--- config.mk ---
export PLATFORM = sky130hd
export DESIGN_NAME = board_store_arbiter
export DESIGN_NICKNAME = d
export VERILOG_FILES = /design/src/rtl/board_store_arbiter.sv
export SDC_FILE = /design/constraint.sdc
export NUM_CORES = 1
export LEC_CHECK = 0
export ABC_AREA = 1
export CAP_MARGIN = 20
export CORE_MARGIN = 2
export CORE_UTILIZATION = 44
export CTS_CLUSTER_DIAMETER = 100
export DETAILED_ROUTE_END_ITERATION = 6
export PLACE_DENSITY = 0.8
export SYNTH_ARGS = -nofsm -noshare
export SYNTH_HDL_FRONTEND = slang
export SYNTH_SLANG_ARGS = --single-unit
--- constraint.sdc ---
create_clock -name clk -period 8.05 [get_ports clk]
set_input_delay 0.805 -clock clk [delete_from_list [all_inputs] [get_ports clk]]
set_output_delay 0.805 -clock clk [all_outputs]
set_load 0.005 [all_outputs]
--- src/rtl/board_store_arbiter.sv ---
// -----------------------------------------------------------------------------
// board_store_arbiter
//
// Owns the 64-square registered chess board and presents it flat to the game
// logic and the renderer. After reset, or on init_req, it loads the starting
// position one square per clock (64 clocks). In RUN it arbitrates the single
// board write port between the game-logic mover (absolute priority) and an
// auxiliary setup/undo requester that uses a req/grant handshake.
//
// Parameters:
//   CLEAR_ONLY  1 = the load sequence writes EMPTY to every square
//   PLY_WIDTH   width of the ply counter output
//
// Optional feature (macro BOARD_PLY_COUNT_EN):
//   defined   -> ply_count counts accepted game-logic erase writes (saturating)
//   undefined -> ply_count is tied to zero
//
// Ports:
//   clk, rst              clock; asynchronous active-high reset
//   init_req              single-cycle pulse, restart the board load
//   gl_en/addr/piece      game-logic write port (square {row,col}, {colour,type})
//   aux_req/addr/piece    auxiliary write request, held until granted
//   aux_gnt               combinational grant; the write commits on this edge
//   board_flat            square n at bits [4n+3:4n]
//   init_done             high while in RUN
//   gl_drop               sticky: a game-logic write was discarded
//   ply_count             completed plies
// -----------------------------------------------------------------------------
module board_store_arbiter #(
    parameter bit CLEAR_ONLY = 1'b0,
    parameter int PLY_WIDTH  = 10
) (
    input  logic                 clk,
    input  logic                 rst,
    input  logic                 init_req,
    input  logic                 gl_en,
    input  logic [5:0]           gl_addr,
    input  logic [3:0]           gl_piece,
    input  logic                 aux_req,
    input  logic [5:0]           aux_addr,
    input  logic [3:0]           aux_piece,
    output logic                 aux_gnt,
    output logic [255:0]         board_flat,
    output logic                 init_done,
    output logic                 gl_drop,
    output logic [PLY_WIDTH-1:0] ply_count
);

    typedef enum logic {
        ST_INIT = 1'b0,
        ST_RUN  = 1'b1
    } state_t;

    state_t           r_state;
    state_t           w_state_next;
    logic [5:0]       r_cnt;
    logic [5:0]       w_cnt_next;
    logic [63:0][3:0] r_board;
    logic             r_gl_drop;

    logic             w_we;
    logic [5:0]       w_waddr;
    logic [3:0]       w_wdata;
    logic             w_drop_set;
    logic             w_restart;

    // Piece type on the back rank by column: R N B Q K B N R.
    function automatic logic [2:0] back_rank_type(input logic [2:0] col);
        logic [2:0] t;
        case (col)
            3'd0, 3'd7: t = 3'd4;
            3'd1, 3'd6: t = 3'd3;
            3'd2, 3'd5: t = 3'd2;
            3'd3:       t = 3'd5;
            default:    t = 3'd6;
        endcase
        return t;
    endfunction

    // Value written to a square during the load sequence.
    function automatic logic [3:0] start_piece(input logic [5:0] sq);
        logic [3:0] v;
        v = 4'h0;
        if (!CLEAR_ONLY) begin
            case (sq[5:3])
                3'd0:    v = {1'b1, back_rank_type(sq[2:0])};
                3'd1:    v = 4'h9;
                3'd6:    v = 4'h1;
                3'd7:    v = {1'b0, back_rank_type(sq[2:0])};
                default: v = 4'h0;
            endcase
        end
        return v;
    endfunction

    // -------------------------------------------------------------------------
    // Next-state and write-port arbitration.
    // NOTE: every signal driven here gets a default first, so no path can
    // leave a value unassigned and infer a latch.
    // -------------------------------------------------------------------------
    always_comb begin
        w_state_next = r_state;
        w_cnt_next   = r_cnt;
        aux_gnt      = 1'b0;
        w_we         = 1'b0;
        w_waddr      = r_cnt;
        w_wdata      = start_piece(r_cnt);
        w_drop_set   = 1'b0;
        w_restart    = 1'b0;

        case (r_state)
            ST_INIT: begin
                // The load owns the write port; any game-logic write is lost.
                w_we       = 1'b1;
                w_drop_set = gl_en;
                if (init_req) begin
                    w_cnt_next = 6'd0;
                end else begin
                    w_cnt_next = r_cnt + 6'd1;
                    if (r_cnt == 6'd63) begin
                        w_state_next = ST_RUN;
                    end
                end
            end
            ST_RUN: begin
                if (init_req) begin
                    w_state_next = ST_INIT;
                    w_cnt_next   = 6'd0;
                    w_restart    = 1'b1;
                    w_drop_set   = gl_en;
                end else if (gl_en) begin
                    w_we    = 1'b1;
                    w_waddr = gl_addr;
                    w_wdata = gl_piece;
                end else if (aux_req) begin
                    aux_gnt = 1'b1;
                    w_we    = 1'b1;
                    w_waddr = aux_addr;
                    w_wdata = aux_piece;
                end
            end
            default: begin
                w_state_next = ST_INIT;
                w_cnt_next   = 6'd0;
            end
        endcase
    end

    // NOTE: sequential state uses non-blocking assignments so every register
    // samples the pre-edge values regardless of block ordering.
    always_ff @(posedge clk or posedge rst) begin
        if (rst) begin
            r_state <= ST_INIT;
            r_cnt   <= 6'd0;
        end else begin
            r_state <= w_state_next;
            r_cnt   <= w_cnt_next;
        end
    end

    // NOTE: the board is flops, not RAM, and must read as all-EMPTY straight
    // out of reset, so every square is reset explicitly.
    always_ff @(posedge clk or posedge rst) begin
        if (rst) begin
            r_board <= '0;
        end else if (w_we) begin
            r_board[w_waddr] <= w_wdata;
        end
    end

    // A discard in the same cycle as a restart must survive the clear.
    always_ff @(posedge clk or posedge rst) begin
        if (rst) begin
            r_gl_drop <= 1'b0;
        end else if (w_drop_set) begin
            r_gl_drop <= 1'b1;
        end else if (w_restart) begin
            r_gl_drop <= 1'b0;
        end
    end

`ifdef BOARD_PLY_COUNT_EN
    logic [PLY_WIDTH-1:0] r_ply;
    logic                 w_ply_inc;

    // An accepted game-logic write of an EMPTY type is the erase half of a move.
    assign w_ply_inc = (r_state == ST_RUN) && !init_req && gl_en &&
                       (gl_piece[2:0] == 3'd0);

    always_ff @(posedge clk or posedge rst) begin
        if (rst) begin
            r_ply <= '0;
        end else if (w_restart) begin
            r_ply <= '0;
        end else if (w_ply_inc && (r_ply != '1)) begin
            r_ply <= r_ply + 1'b1;
        end
    end

    assign ply_count = r_ply;
`else
    assign ply_count = '0;
`endif

    assign board_flat = r_board;
    assign init_done  = (r_state == ST_RUN);
    assign gl_drop    = r_gl_drop;

endmodule

# --- Yosys cells after proc, flatten, opt, wreduce, memory -nomap -nowiden ---
# Index checks and enable logic that the tools add are counted.
classes:
  n_addsub: 1
  multipliers: 0
  div: 0
  magnitude_cmp: 2
  eq_ne: 11
  n_shift: 0
  muxes: 33
  n_bitwise: 1
  reduce_logical: 7
ops:
  columns: ["op", "count"]
  rows:
  - ["$bwmux 256", 1]
  - ["$mux 6", 6]
  - ["$demux 4 s6", 1]
  - ["$mux 4", 5]
  - ["$pmux 4 s4", 1]
  - ["$eq 3x3->1 const B", 5]
  - ["$mux 1", 14]
  - ["$pmux 3 s4", 1]
  - ["$pmux 6 s2", 1]
  - ["$lt 6x7->1 const B", 1]
  - ["$add 6x1->6 const B", 1]
  - ["$eq 3x1->1 const B", 2]
  - ["$eq 3x2->1 const B", 2]
  - ["$eq 6x6->1 const B", 1]
  - ["$ge 6x1->1 const B", 1]
  - ["$logic_not 3->1", 2]
  - ["$pmux 1 s2", 3]
  - ["$reduce_or 2->1", 3]
  - ["$ne 2x2->1 const B", 1]
  - ["$reduce_bool 2->1", 1]
  - ["$logic_and 1x1->1", 1]
  - ["$not 1->1", 1]
totals:
  reg_bits: 264
  latch_bits: 0
  ram_bits: 0
  mem_bits_ro: 0
  in_bits: 25
  out_inout_bits: 269
  word_cells: 122
  memories: 0

# --- Depth between registers and ports, before layout ---
# Gate-level depths: netlist of run 1.
depth:
  ltp_word: 9
  mapped_depth: 13
  ltp_nobuf: 11

# --- Worst setup path after synthesis of run 1 ---
# Ideal clock, no wire load.
synth_path:
  path_type: "input port to flip-flop"
  start: "in gl_en"
  end: "reg r_board (netlist bit board_flat[129])"
  setup_time_ps: 66
  t_arrival_ps: 2131
  required_ps: 7984
  slack_ps: 5853
  cell_stages: 11
  path_buffers: 2
  path_cell_list: "buf_2 > nor2_2 > nand2_1 > inv_1 > nand2_1 > nand2_1 > inv_1 > nand2_1 > clkbuf_1 > nand3_1 > nand2_1"
synth_between:
  elab_chain_len: 8
  elab_cells_between_ends: 15
  classes_between: "order compare: 2; mux: 12; reduce/logical: 1"
synth_lines:
  columns: ["item", "line_no", "rtl"]
  rows:
  - ["start: declaration", "36", "input logic gl_en,"]
  - ["$mux 6", "131", "end else if (gl_en) begin"]
  - ["$mux 6", "126", "if (init_req) begin"]
  - ["$mux 6", "111", "case (r_state)"]
  - ["$lt 6x7->1 (implied by the code) or $ge 6x1->1 (tied branches)", "167", "r_board[w_waddr] <= w_wdata;"]
  - ["$logic_and 1x1->1 (implied by the code)", "167", null]
  - ["$mux 4 (implied by the code)", "167", null]
  - ["$demux 4 s6", "167", null]
  - ["$bwmux 256", "167", null]
  - ["end signal: indexed assignment", "167", null]
  - ["end: declaration", "58", "logic [63:0][3:0] r_board;"]
# Parallel ways exist; a longest one is shown, timed or not.
# A chain may end at the register's enable or synchronous reset.

# --- Final worst setup path of run 1 ---
layout_path:
  start: "in init_req"
  end: "reg r_board (netlist bit board_flat[66])"
layout_between:
  elab_chain_len: 7
  elab_cells_between_ends: 12
  classes_between: "order compare: 2; mux: 9; reduce/logical: 1"
layout_lines:
  columns: ["item", "line_no", "rtl"]
  rows:
  - ["start: declaration", "35", "input logic init_req,"]
  - ["$mux 6", "126", null]
  - ["$mux 6", "111", null]
  - ["$lt 6x7->1 (implied by the code) or $ge 6x1->1 (tied branches)", "167", null]
  - ["$logic_and 1x1->1 (implied by the code)", "167", null]
  - ["$mux 4 (implied by the code)", "167", null]
  - ["$demux 4 s6", "167", null]
  - ["$bwmux 256", "167", null]
# Parallel ways exist; a longest one is shown, timed or not.

==> run metrics, run 1 <==
Die X around 160 um; number of enable flip-flop cells after synthesis 0; Resize count post-CTS 0; Setup Skew a little over 0.01 ns; clock tree from TritonCTS built; number of maximum-capacitance violations 0; peak ir drop on the vdd network roughly 170 uV; share of the synthesized area in the top cell type between 50% and 60%; iteration-0 DRC count of the detailed router 859; path type of the worst min-delay path reg -> reg; remaining global-route overflow 0; number of nets in the layout 1,618; final period utilization between 40% and 50%; total of flip-flops plus latches after synthesis roughly 260; status finished, final reports clean; actual slew at the worst max-slew pin around 1.1 ns; average detailed-routed wire length per instance between 15 and 20 um; row count 58; maximum level of the CTS H-tree 1; library cell occupying the most area in the post-synthesis netlist sky130_fd_sc_hd__dfrtp_1; share of final-layout standard cells stronger than drive strength 1 approximately 5.5%; Synth Flop Type sky130_fd_sc_hd__dfrtp_1; Most Frequent Cell on Critical Path sky130_fd_sc_hd__nand2_1; Worst Setup Start Kind input pin; total inserted antenna cells 0; floorplan die area ~27,000 um2; Hold Buf Count CTS 0; Slowest Stage Delay on Critical Path between 0.8 and 0.9 ns; CP max-delay cell sky130_fd_sc_hd__nor2_4; wirelength, routed around 34,000 um; placed wire-length estimate after detailed placement ~22,000 um; root buffer selected by CTS sky130_fd_sc_hd__clkbuf_16; initial antenna violation count 0; Clk Latency, worst-skew pair 0.53 ns; crit path cell chain clkdlybuf4s50_1 -> nor2_1 -> nand2_1 -> nand2_1 -> nand4_1 -> nor2_4 -> nand2_1 -> nand2_1 -> nand2_1; remaining number of nets flagged by the antenna check after routing 0; Remaining DRCs 0; fraction of the yosys area taken by sequential cells between 50% and 60%; floorplan die height 163.9 um; power density normalized to cell area ~200 nW/um2; upper clock frequency limit 276.2 MHz; core outline area about 25,000 um2; total negative slack for setup checks 0 ns; Worst Setup Path Type in -> reg; Top Family by Delay on Critical Path simple AND/OR/NAND/NOR gates; Clk pin slew, worst setup/hold paths ~0.060 ns; Max FO, Critical Path 40; vias in the first global route 9,704; met3 WL post-DR roughly 3400 um; Post-Synthesis Cells approximately 1.3k; capturing element type of the critical path flop; number of distinct standard cells referenced by the synthesized netlist 22; Setup violations, final 0; data arrival at the endpoint of the critical path roughly 4 ns; Port Buffer Count between 200 and 300; gpl congestion ~0.91; number of synthesis warnings 0; uppermost layer routed met4; number of buffers created by CTS 28; proportion of synthesized flip-flops having asynchronous set or reset 100.0%; total placed cells including tap cells 1,888; CTS max path bufs 3; maximum number of pins on one net before global-route repair between 150 and 200; Leakage 7.706 nW; met2 wire length 16,000 um; number of sinks on the clock net about 260; average footprint of a synthesized cell 8.342 um2; Max-slew headroom between 20 and 30%; Synth area leaders sky130_fd_sc_hd__dfrtp_1 59%, sky130_fd_sc_hd__nand2_1 21%, sky130_fd_sc_hd__nand3_1 12%; setup repair after global routing missed its margin no; count of final hold-check violations 0; cell area after technology mapping 11,240 um2; wire length of the first global-routing pass about 53,000 um; I/O pins slightly below 300; fin cells around 1.9k; area growth from synthesis to layout 34.92%; time the final worst path needs with I/O delays and setup 3.620 ns; number of pins exceeding their max-slew limit in the final report 0; vias per inst 5.240; most frequently used cell type in the post-synthesis netlist sky130_fd_sc_hd__nand2_1; total routed wire length on the met1 layer 13,470 um; total setup buffers inserted after CTS 0; worst path bufs/invs 1; starting utilization of the core area about 45%; most instantiated cells after synthesis 627 x sky130_fd_sc_hd__nand2_1, 275 x sky130_fd_sc_hd__nand3_1, 264 x sky130_fd_sc_hd__dfrtp_1; first-pass detailed-route iteration total 5; vias after detailed routing 10.15k; GRT Total Usage about 25%; endpoint required time on the critical path ~8.5 ns
[power breakdown]
group | leakage (nW) | switching (W) | internal, W | total [W]
Combinational | 3.64 | 0.000225 | 0.000170 | 0.000395
Clock | 0.435 | 0.000521 | 0.000720 | 0.00124
Sequential | 3.63 | 0.0000477 | 0.00140 | 0.00145
Total | 7.71 | 0.000793 | 0.00229 | 0.00308
[worst register-to-register path, stage by stage (launching register included)]
cell,delay [ns]
sky130_fd_sc_hd__dfrtp_1,0.46
sky130_fd_sc_hd__inv_2,0.11
sky130_fd_sc_hd__nor2_1,0.48
sky130_fd_sc_hd__nand2_1,0.29
sky130_fd_sc_hd__nand2_1,0.16
sky130_fd_sc_hd__nand4_1,0.38
sky130_fd_sc_hd__nor2_4,0.88
sky130_fd_sc_hd__nand2_1,0.28
sky130_fd_sc_hd__nand2_1,0.15
sky130_fd_sc_hd__nand2_1,0.06
[cell usage in the layout (no fill, tap or decap), drive strengths merged, types with 2 or more instances in the layout]
cell,count
nand3b,2
clkbuf,42
nand2,627
buf,19
dfrtp,264
nand3,275
a21oi,5
clkinvlp,3
clkinv,5
conb,10
ha,5
o21ai,10
nand4,2
nor2,33
clkdlybuf4s50,283
inv,17
[path summary, 6_finish.rpt]
check | from | to | slack (ns) | depth (start not counted)
worst max-delay path | init_req | board_flat[66] | 4.43 | 9
min in group asynchronous | rst | board_flat[24] | 0.84 | 3
max in group asynchronous | rst | board_flat[190] | 5.57 | 4
worst min register to register | board_flat[63] | board_flat[63] | 0.47 | 2
worst max register to register | init_done | board_flat[66] | 4.69 | 9
worst min-delay path | board_flat[63] | board_flat[63] | 0.47 | 2
[through the flow]
stage	power [W]	utilization, %	hold WS [ns]	setup WS [ns]	instance area [um2]
after floorplan	0.001632	-	0.4654	3.761	11280
after global placement	0.001855	56.88	0.4528	4.073	14280
after detailed placement	0.001864	56.88	0.4572	3.920	14280
after CTS	0.003107	60.42	0.4721	4.453	15170
after global routing	0.003205	60.42	0.4873	4.013	15170
final	0.003082	60.42	0.4677	4.430	15170
[routing by layer]
metal,track usage (%),vias up
met3,7.475,53
met5,0,-
met4,6.021,0
met2,41.18,418
met1,31.68,4902
li1,-,4776
[sequential cells by signal, indices dropped and copies added (netlist names)]
| signal | cells |
|---|---|
| board_flat | 256 |
| r_cnt | 6 |
| gl_drop | 1 |
| init_done | 1 |
[area by class of cell]
cell class	count	area (um2)
timing repair buffer	302	2988
inverter	18	71.32
sequential	264	6606
clock buffer	42	844.6
fill	2155	9938
multi-input combinational	974	4204
tap	330	412.9
clock inverter	7	43.79
[logic make-up after synthesis]
logic type | share of synthesized area [%]
AO/OA/AOI/OAI | 0.9236
flip-flops | 58.75
buffers and inverters | 5.141
AND/OR/NAND/NOR | 34.59
other | 0.03335
adder cells (fa/ha/maj) | 0.5564
(Power assumes the default switching activity.)
==> run 2: changes to the inputs <==
--- a/config.mk
+++ b/config.mk
@@ -8,10 +8,10 @@
 export ABC_AREA = 1
 export CAP_MARGIN = 20
 export CORE_MARGIN = 2
-export CORE_UTILIZATION = 44
+export CORE_UTILIZATION = 49
 export CTS_CLUSTER_DIAMETER = 100
 export DETAILED_ROUTE_END_ITERATION = 6
-export PLACE_DENSITY = 0.8
+export PLACE_DENSITY = 0.84
 export SYNTH_ARGS = -nofsm -noshare
 export SYNTH_HDL_FRONTEND = slang
 export SYNTH_SLANG_ARGS = --single-unit
==> constraint.sdc (replaced) <==
create_clock -name clk -period 3.6 [get_ports clk]
set_input_delay 0.36 -clock clk [delete_from_list [all_inputs] [get_ports clk]]
set_output_delay 0.36 -clock clk [all_outputs]
set_load 0.005 [all_outputs]
==> run metrics, run 2 (synthesis gave the netlist of run 1 again) <==
status finished, final reports clean; Clk Latency, worst-skew pair about 0.54 ns; vias after detailed routing 10.19k; Setup violations, final 0; wire length of the first global-routing pass between 50,000 and 60,000 um; count of final hold-check violations 0; average detailed-routed wire length per instance approximately 18 um; I/O pins just under 300; WHS ~0.33 ns; fin cells 1,907; share of final-layout standard cells stronger than drive strength 1 6.227%; total placed cells including tap cells 1,857; area growth from synthesis to layout 36.42%; row count between 50 and 60; path type of the worst min-delay path in -> async; commonest non-fill, non-tap cell in the layout sky130_fd_sc_hd__nand2_1; Worst Setup Path Type reg -> reg; total negative slack for setup checks 0 ns; Resize count post-CTS 0; core outline area approximately 23,000 um2; capturing element type of the critical path flop; total inserted antenna cells 0; worst reg-to-reg setup slack 0.96 ns; Leakage 7.823 nW; clock tree from TritonCTS built; max reg flops 256; vias in the first global route approximately 10k; actual slew at the worst max-slew pin slightly below 0.8 ns; worst reg2reg endpoint board_flat[136]; first-pass detailed-route iteration total 5; Crit Reg-Reg Startpoint init_done; placed wire-length estimate after detailed placement 22,150 um; gpl congestion slightly above 0.9; part of the total power dissipated in combinational logic 13.0%; peak ir drop on the vdd network ~320 uV; Clk pin slew, worst setup/hold paths 0.06 ns; Worst Reg-to-Reg Cells 11; CTS max path bufs 3; Remaining DRCs 0; initial antenna violation count 0; layout filler cell count ~1.7k; Hold Buf Count CTS 0; number of buffers created by CTS 27; number of sinks on the clock net approximately 260; data arrival at the endpoint of the critical path ~3 ns; maximum level of the CTS H-tree 1; Cell Area, Placed roughly 14,000 um2; total design power around 0.0070 W; Max-slew headroom a little under half; number of nets in the layout about 1.6k; floorplan die area roughly 24,000 um2; switching power 0.001759 W; Die X roughly 160 um; number of pins exceeding their max-slew limit in the final report 0; maximum number of pins on one net before global-route repair between 80 and 90; Port Buffer Count ~280; final period utilization between 70% and 80%; register share of total power ~46%; Setup Skew 0.01434 ns; cell internal pwr about 0.0053 W; floorplan die height between 150 and 200 um; number of maximum-capacitance violations 0; iteration-0 DRC count of the detailed router approximately 700; GRT Total Usage between 20% and 30%; starting utilization of the core area between 40% and 50%; root buffer selected by CTS sky130_fd_sc_hd__clkbuf_16; Worst Setup Start Kind flop; finished layout cell area around 15,000 um2; switching fraction of total power between 20% and 30%; Max FO, Critical Path 19; share of total power in the clock network approximately two fifths; wirelength, routed 33,390 um; endpoint required time on the critical path ~4 ns; time the final worst path needs with I/O delays and setup 2.643 ns; vias per inst 5.345; remaining global-route overflow 0; total setup buffers inserted after CTS 0; most frequent cells in the layout 625 x sky130_fd_sc_hd__nand2_1, 283 x sky130_fd_sc_hd__clkdlybuf4s50_1, 273 x sky130_fd_sc_hd__nand3_1, 264 x sky130_fd_sc_hd__dfrtp_1, 27 x sky130_fd_sc_hd__clkbuf_16; power density normalized to cell area around 460 nW/um2; remaining number of nets flagged by the antenna check after routing 0; upper clock frequency limit 378.4 MHz; setup repair after global routing missed its margin no
## run 2: how the worst max path moves through the flow
stage | depth (start not counted) | from | slack (ns) | to
2_1_floorplan | 1 | rst | -0.24 | board_flat[0]
3_3_place_gp | 11 | init_req | 0.69 | board_flat[203]
3_5_place_dp | 11 | init_req | 0.57 | board_flat[136]
4_1_cts | 11 | init_done | 0.97 | board_flat[136]
5_1_grt | 11 | init_done | 0.65 | board_flat[136]
6_report | 11 | init_done | 0.96 | board_flat[136]
## run 2: through the flow
stage                     setup WS (ns)  util [%]
after floorplan                 -0.2435         -
after global placement           0.6907     63.87
final                            0.9571     67.96
after CTS                        0.9710     67.96
after detailed placement         0.5660     63.87
after global routing             0.6536     67.96
## run 2: metal layers
layer	wire length (um)	GRT usage, %	vias up
li1	-	-	4800
met1	13280	35.68	4897
met2	16390	46.29	427
met3	2848	6.936	69
met4	874	8.388	0
met5	0	0	-
## run 2: power groups by stage
stage / registers (W) / clock network, W / logic (W)
3_5_place_dp: 0.00328 / 0 / 0.000916
6_report: 0.00324 / 0.00289 / 0.000913
3_3_place_gp: 0.00328 / 0 / 0.000892
4_1_cts: 0.00323 / 0.00293 / 0.000921
5_1_grt: 0.00325 / 0.00305 / 0.000988
2_1_floorplan: 0.00328 / 0 / 0.000370
## run 2: final cells by class
class                   count  area (um2)  share of cell area (%)
well taps                 285       356.6                   2.325
inverters                  18       71.32                  0.4649
repair buffers            316        3193                   20.82
clock inverters             8       121.4                  0.7912
clock buffers              42       802.0                   5.228
flip-flops and latches    264        6606                   43.07
multi-input cells         974        4189                   27.31
## run 2: critical path: stages (launching register included)
cell                      delay [ns]
sky130_fd_sc_hd__dfrtp_1        0.42
sky130_fd_sc_hd__inv_2          0.09
sky130_fd_sc_hd__nor2_1         0.09
sky130_fd_sc_hd__buf_4          0.17
sky130_fd_sc_hd__nand2_1        0.15
sky130_fd_sc_hd__nand2_1        0.11
sky130_fd_sc_hd__nand4_1        0.40
sky130_fd_sc_hd__nor2_4         0.49
sky130_fd_sc_hd__buf_4          0.30
sky130_fd_sc_hd__nand2_1        0.14
sky130_fd_sc_hd__nand2_1        0.10
sky130_fd_sc_hd__nand2_1        0.05
==> run 3: changes to the inputs <==
==> constraint.sdc (replaced) <==
create_clock -name clk -period 2.6 [get_ports clk]
set_input_delay 0.26 -clock clk [delete_from_list [all_inputs] [get_ports clk]]
set_output_delay 0.26 -clock clk [all_outputs]
set_load 0.005 [all_outputs]
==> run metrics, run 3 (synthesis gave the netlist of run 1 again) <==
worst path bufs/invs 3; remaining number of nets flagged by the antenna check after routing 0; row count 55; vias after detailed routing 10.28k; data arrival at the endpoint of the critical path around 2.1 ns; total inserted antenna cells 0; Hold Buf Count CTS 0; Worst Setup Path Type reg -> out; global route hottest layer met2; core outline area about 23,000 um2; Clk Latency, worst-skew pair 0.53 ns; gpl congestion 0.9092; maximum level of the CTS H-tree 1; total negative slack for setup checks 0 ns; maximum number of pins on one net before global-route repair 86; Max-slew headroom around 63%; number of nets in the layout 1,641; max reg flops between 200 and 300; CTS max path bufs 3; Remaining DRCs 0; floorplan die area 24,180 um2; first-pass detailed-route iteration total 6; total area of multi-input combinational cells ~4200 um2; remaining global-route overflow 0; total setup buffers inserted after CTS 0; Resize count post-CTS 0; area taken by flip-flops and latches between 6000 and 7000 um2; endpoint required time on the critical path between 2 and 2.5 ns; Top Family by Delay on Critical Path buffers and inverters; CP max-delay cell sky130_fd_sc_hd__clkdlybuf4s50_1; capturing element type of the critical path primary output; GRT Total Usage about 27%; met1 capacity usage during global routing approximately a third; finished layout cell area 15,590 um2; met3 track utilization from global routing 7.298%; peak ir drop on the vdd network 393.4 uV; Slowest Stage Delay on Critical Path approximately 0.52 ns; layout filler cell count around 1.7k; Cell Area, Placed between 10,000 and 15,000 um2; path type of the worst min-delay path in -> async; share of total power in the clock network between 30 and 40%; number of maximum-capacitance violations 0; cell internal pwr around 0.0072 W; status finished, final reports clean; power density normalized to cell area approximately 610 nW/um2; initial antenna violation count 0; placed wire-length estimate after detailed placement 22,380 um; I/O pins just under 300; clock tree from TritonCTS built; commonest non-fill, non-tap cell in the layout sky130_fd_sc_hd__nand2_1; Max FO, Critical Path 6; Die X 155.5 um; Port Buffer Count around 280; final period utilization 89.57%; number of buffers created by CTS 27; wire length of the first global-routing pass roughly 53,000 um; Clk pin slew, worst setup/hold paths roughly 0.070 ns; most frequent cells in the layout 625 x sky130_fd_sc_hd__nand2_1, 283 x sky130_fd_sc_hd__clkdlybuf4s50_1, 273 x sky130_fd_sc_hd__nand3_1, 264 x sky130_fd_sc_hd__dfrtp_1, 29 x sky130_fd_sc_hd__buf_12; time the final worst path needs with I/O delays and setup about 2.3 ns; iteration-0 DRC count of the detailed router 654; average detailed-routed wire length per instance 17.17 um; vias in the first global route about 10k; starting utilization of the core area 49.82%; number of pins exceeding their max-slew limit in the final report 0; setup repair after global routing missed its margin no; WHS between 0.2 and 0.25 ns; Worst Setup Start Kind flop; part of the total power dissipated in combinational logic between 10% and 20%; area growth from synthesis to layout 38.63%; register share of total power a little under half; number of sinks on the clock net 264; share of final-layout standard cells stronger than drive strength 1 roughly 6.5%; upper clock frequency limit 429.4 MHz; actual slew at the worst max-slew pin about 0.55 ns; wirelength, routed 32,820 um; core occupancy in the finished layout about 69%; Setup Skew about 0.011 ns; switching power 0.002383 W; switching fraction of total power about a quarter; crit path cell chain inv_2 -> nor2_1 -> nand2_1 -> inv_1 -> clkdlybuf4s50_1; count of final hold-check violations 0; root buffer selected by CTS sky130_fd_sc_hd__clkbuf_16; floorplan die height between 150 and 200 um; routing usage on met2 between 40% and 50%; Setup violations, final 0; vias per inst 5.377; Leakage around 7.9 nW
run 3: through the flow:
step                worst slack (ns)  total power (W)  instances
global placement              0.1241         0.005839       1867
CTS                           0.2714         0.009620       1912
detailed placement           0.07468         0.005877       1867
finish                        0.2713         0.009548       1912
floorplan                     -1.144         0.005054       1357
global route                 0.08993         0.009920       1912
run 3: worst paths after layout:
| check | from | endpoint | slack (ns) | cells after the start |
|---|---|---|---|---|
| worst max-delay path | init_done | aux_gnt | 0.27 | 5 |
| worst min-delay path | rst | board_flat[46] | 0.21 | 3 |
| worst max register to register | init_done | board_flat[170] | 0.35 | 11 |
| worst min register to register | board_flat[155] | board_flat[155] | 0.47 | 2 |
| max in group asynchronous | rst | board_flat[94] | 1.86 | 3 |
| min in group clk | board_flat[155] | board_flat[155] | 0.47 | 2 |
run 3: metal layers:
metal  up-vias  wire, um
li1       4815         -
met1      4922     12770
met2       465     15760
met3        78      3119
met4         0      1171
met5         -         0
run 3: power groups by stage:
stage               clock (W)  sequential [W]  combinational (W)
floorplan                   0         0.00454           0.000513
global placement            0         0.00454            0.00130
detailed placement          0         0.00455            0.00133
CTS                   0.00381         0.00448            0.00134
global route          0.00399         0.00450            0.00143
finish                0.00375         0.00448            0.00132
run 3: final cells by class:
cell class	instances	area share [%]
Multi-Input combinational cell	974	26.87
Timing Repair Buffer	326	22.57
Inverter	18	0.4575
Tap cell	285	2.288
Sequential cell	264	42.38
Clock inverter	6	0.5538
Clock buffer	39	4.880
run 3: worst register-to-register path: cells and delay by family, from the launching register on:
family                 cells  cell delay, ns
buffers and inverters      3            0.53
flip-flops                 1            0.44
AND/OR/NAND/NOR            8            1.18
==> RTL edit (config.mk and constraints of run 2) <==
The option `BOARD_PLY_COUNT_EN` is turned on by a define.
--- a/src/rtl/board_store_arbiter.sv
+++ b/src/rtl/board_store_arbiter.sv
@@ -27,4 +27,6 @@
 //   ply_count             completed plies
 // -----------------------------------------------------------------------------
+`define BOARD_PLY_COUNT_EN
+
 module board_store_arbiter #(
     parameter bit CLEAR_ONLY = 1'b0,
Check against the original RTL: no difference found for any inputs over 10 cycles, from zero or initial values and one cycle with rst high; that may be too few to reach the edited logic, so the function may still have changed.
==> RTL edit against run 2 <==
- cell count is 5.8% higher
- wire length is 5.6% higher
- combinational power is 1% higher
- setup slack better by 0.0065 ns
- largest power group unchanged
- final area is 4.6% higher
- power is 0.17% lower
- sequential cell count is 10 higher
- synthesized area is 4.6% higher
- worst hold slack better by 0.017 ns
==> RTL edit: results (changes against run 2) <==
{
  "power": {
    "cellLeakagePower": {"value": 8.19, "unit": "nW", "change": "was 7.82 nW"}
  },
  "setup_path": {
    "path_delay_family": {"value": "compound AO/OA/AOI/OAI gates", "change": "was simple AND/OR/NAND/NOR gates"},
    "worstPathArrival": {"value": 3.09, "unit": "ns", "change": "was 3.07 ns"},
    "crit_start": {"value": "r_cnt[0]$_DFFE_PP0P_", "change": "was init_done$_DFF_PP0_"},
    "crit_path_max_fanout": {"value": 35, "change": "was 19"},
    "crit_path_max_incr_delay": {"value": 0.75, "unit": "ns", "change": "was 0.49 ns"}
  },
  "synth": {
    "synth-compound-area-share": {"value": 0.851, "unit": "%", "change": "was 0.924%"},
    "synth.distinct_cells": {"value": 27, "change": "was 22"},
    "synth_adder_area_share": {"value": 0.639, "unit": "%", "change": "was 0.556%"},
    "yosys.area_share.xor_xnor": {"value": 0.298, "unit": "%", "change": "was 0%"}
  },
  "place": {
    "place_hpwl": {"value": 23800, "unit": "µm", "change": "was 22100 µm"},
    "port-buffer-count": {"value": 293, "change": "was 283"},
    "placement.cell_area": {"value": 15200, "unit": "µm²", "change": "was 14400 µm²"}
  },
  "grt": {
    "grt_first_pass_wirelength": {"value": 56600, "unit": "µm", "change": "was 53200 µm"}
  },
  "run_status": {
    "status": {"value": "finished, final reports clean", "change": "unchanged"}
  },
  "cells_and_area": {
    "post_route_cells_drive_above_1_share": {"value": 5.89, "unit": "%", "change": "was 6.23%"}
  },
  "sta": {
    "skew": {"value": 0.0105, "unit": "ns", "change": "was 0.0143 ns"},
    "final.min_clock_period": {"value": 2.64, "unit": "ns", "change": "about the same"}
  },
  "detailed_routing": {
    "dr.first_iter.drc_count": {"value": 809, "change": "was 686"},
    "route.vias.total": {"value": 10855, "change": "was 10193"}
  }
}
## RTL edit: area by class of cell
type | count | area (µm²) | area share [%]
clock inverter | 9 | 70.1 | 0.436
sequential | 274 | 6860 | 42.7
timing repair buffer | 323 | 3330 | 20.8
multi-input combinational | 1025 | 4490 | 28.0
inverter | 30 | 116 | 0.725
tap | 319 | 399 | 2.49
clock buffer | 37 | 786 | 4.89
## RTL edit: power by group
group	internal, W	total (W)	switching, W
clock network	0.00159	0.00275	0.00116
logic	0.000424	0.000924	0.000500
registers	0.00324	0.00335	0.000113
total	0.00525	0.00703	0.00178
## RTL edit: cell families (layout without fill, tap and decap cells)
| family | Yosys count | after routing |
|---|---|---|
| buffers and inverters | 122 | 399 |
| XOR/XNOR | 4 | 4 |
| AO/OA/AOI/OAI | 17 | 17 |
| AND/OR/NAND/NOR | 998 | 998 |
| flip-flops | 274 | 274 |
| adder cells (fa/ha/maj) | 6 | 6 |
## RTL edit: worst paths after layout
kind | to
setup / recovery | board_flat[9]$_DFFE_PP0P_
hold reg to reg | board_flat[111]$_DFFE_PP0P_
hold / removal | board_flat[10]$_DFFE_PP0P_
min in group clk | board_flat[111]$_DFFE_PP0P_
setup reg to reg | board_flat[9]$_DFFE_PP0P_
max in group asynchronous | board_flat[235]$_DFFE_PP0P_
## RTL edit: metrics by stage
stage | TNS, ns | hold WS [ns]
final | 0 | 0.351
after global routing | 0 | 0.406
after CTS | 0 | 0.357
after detailed placement | 0 | 0.457
after global placement | 0 | 0.453
after floorplan | -105.05 | 0.433
## RTL edit: layer usage
layer / track usage [%] / wire length [µm]
met3: 5.46 / 2960
met1: 35.7 / 14200
met5: 0 / 0
met2: 47.1 / 17000
met4: 8.55 / 1050
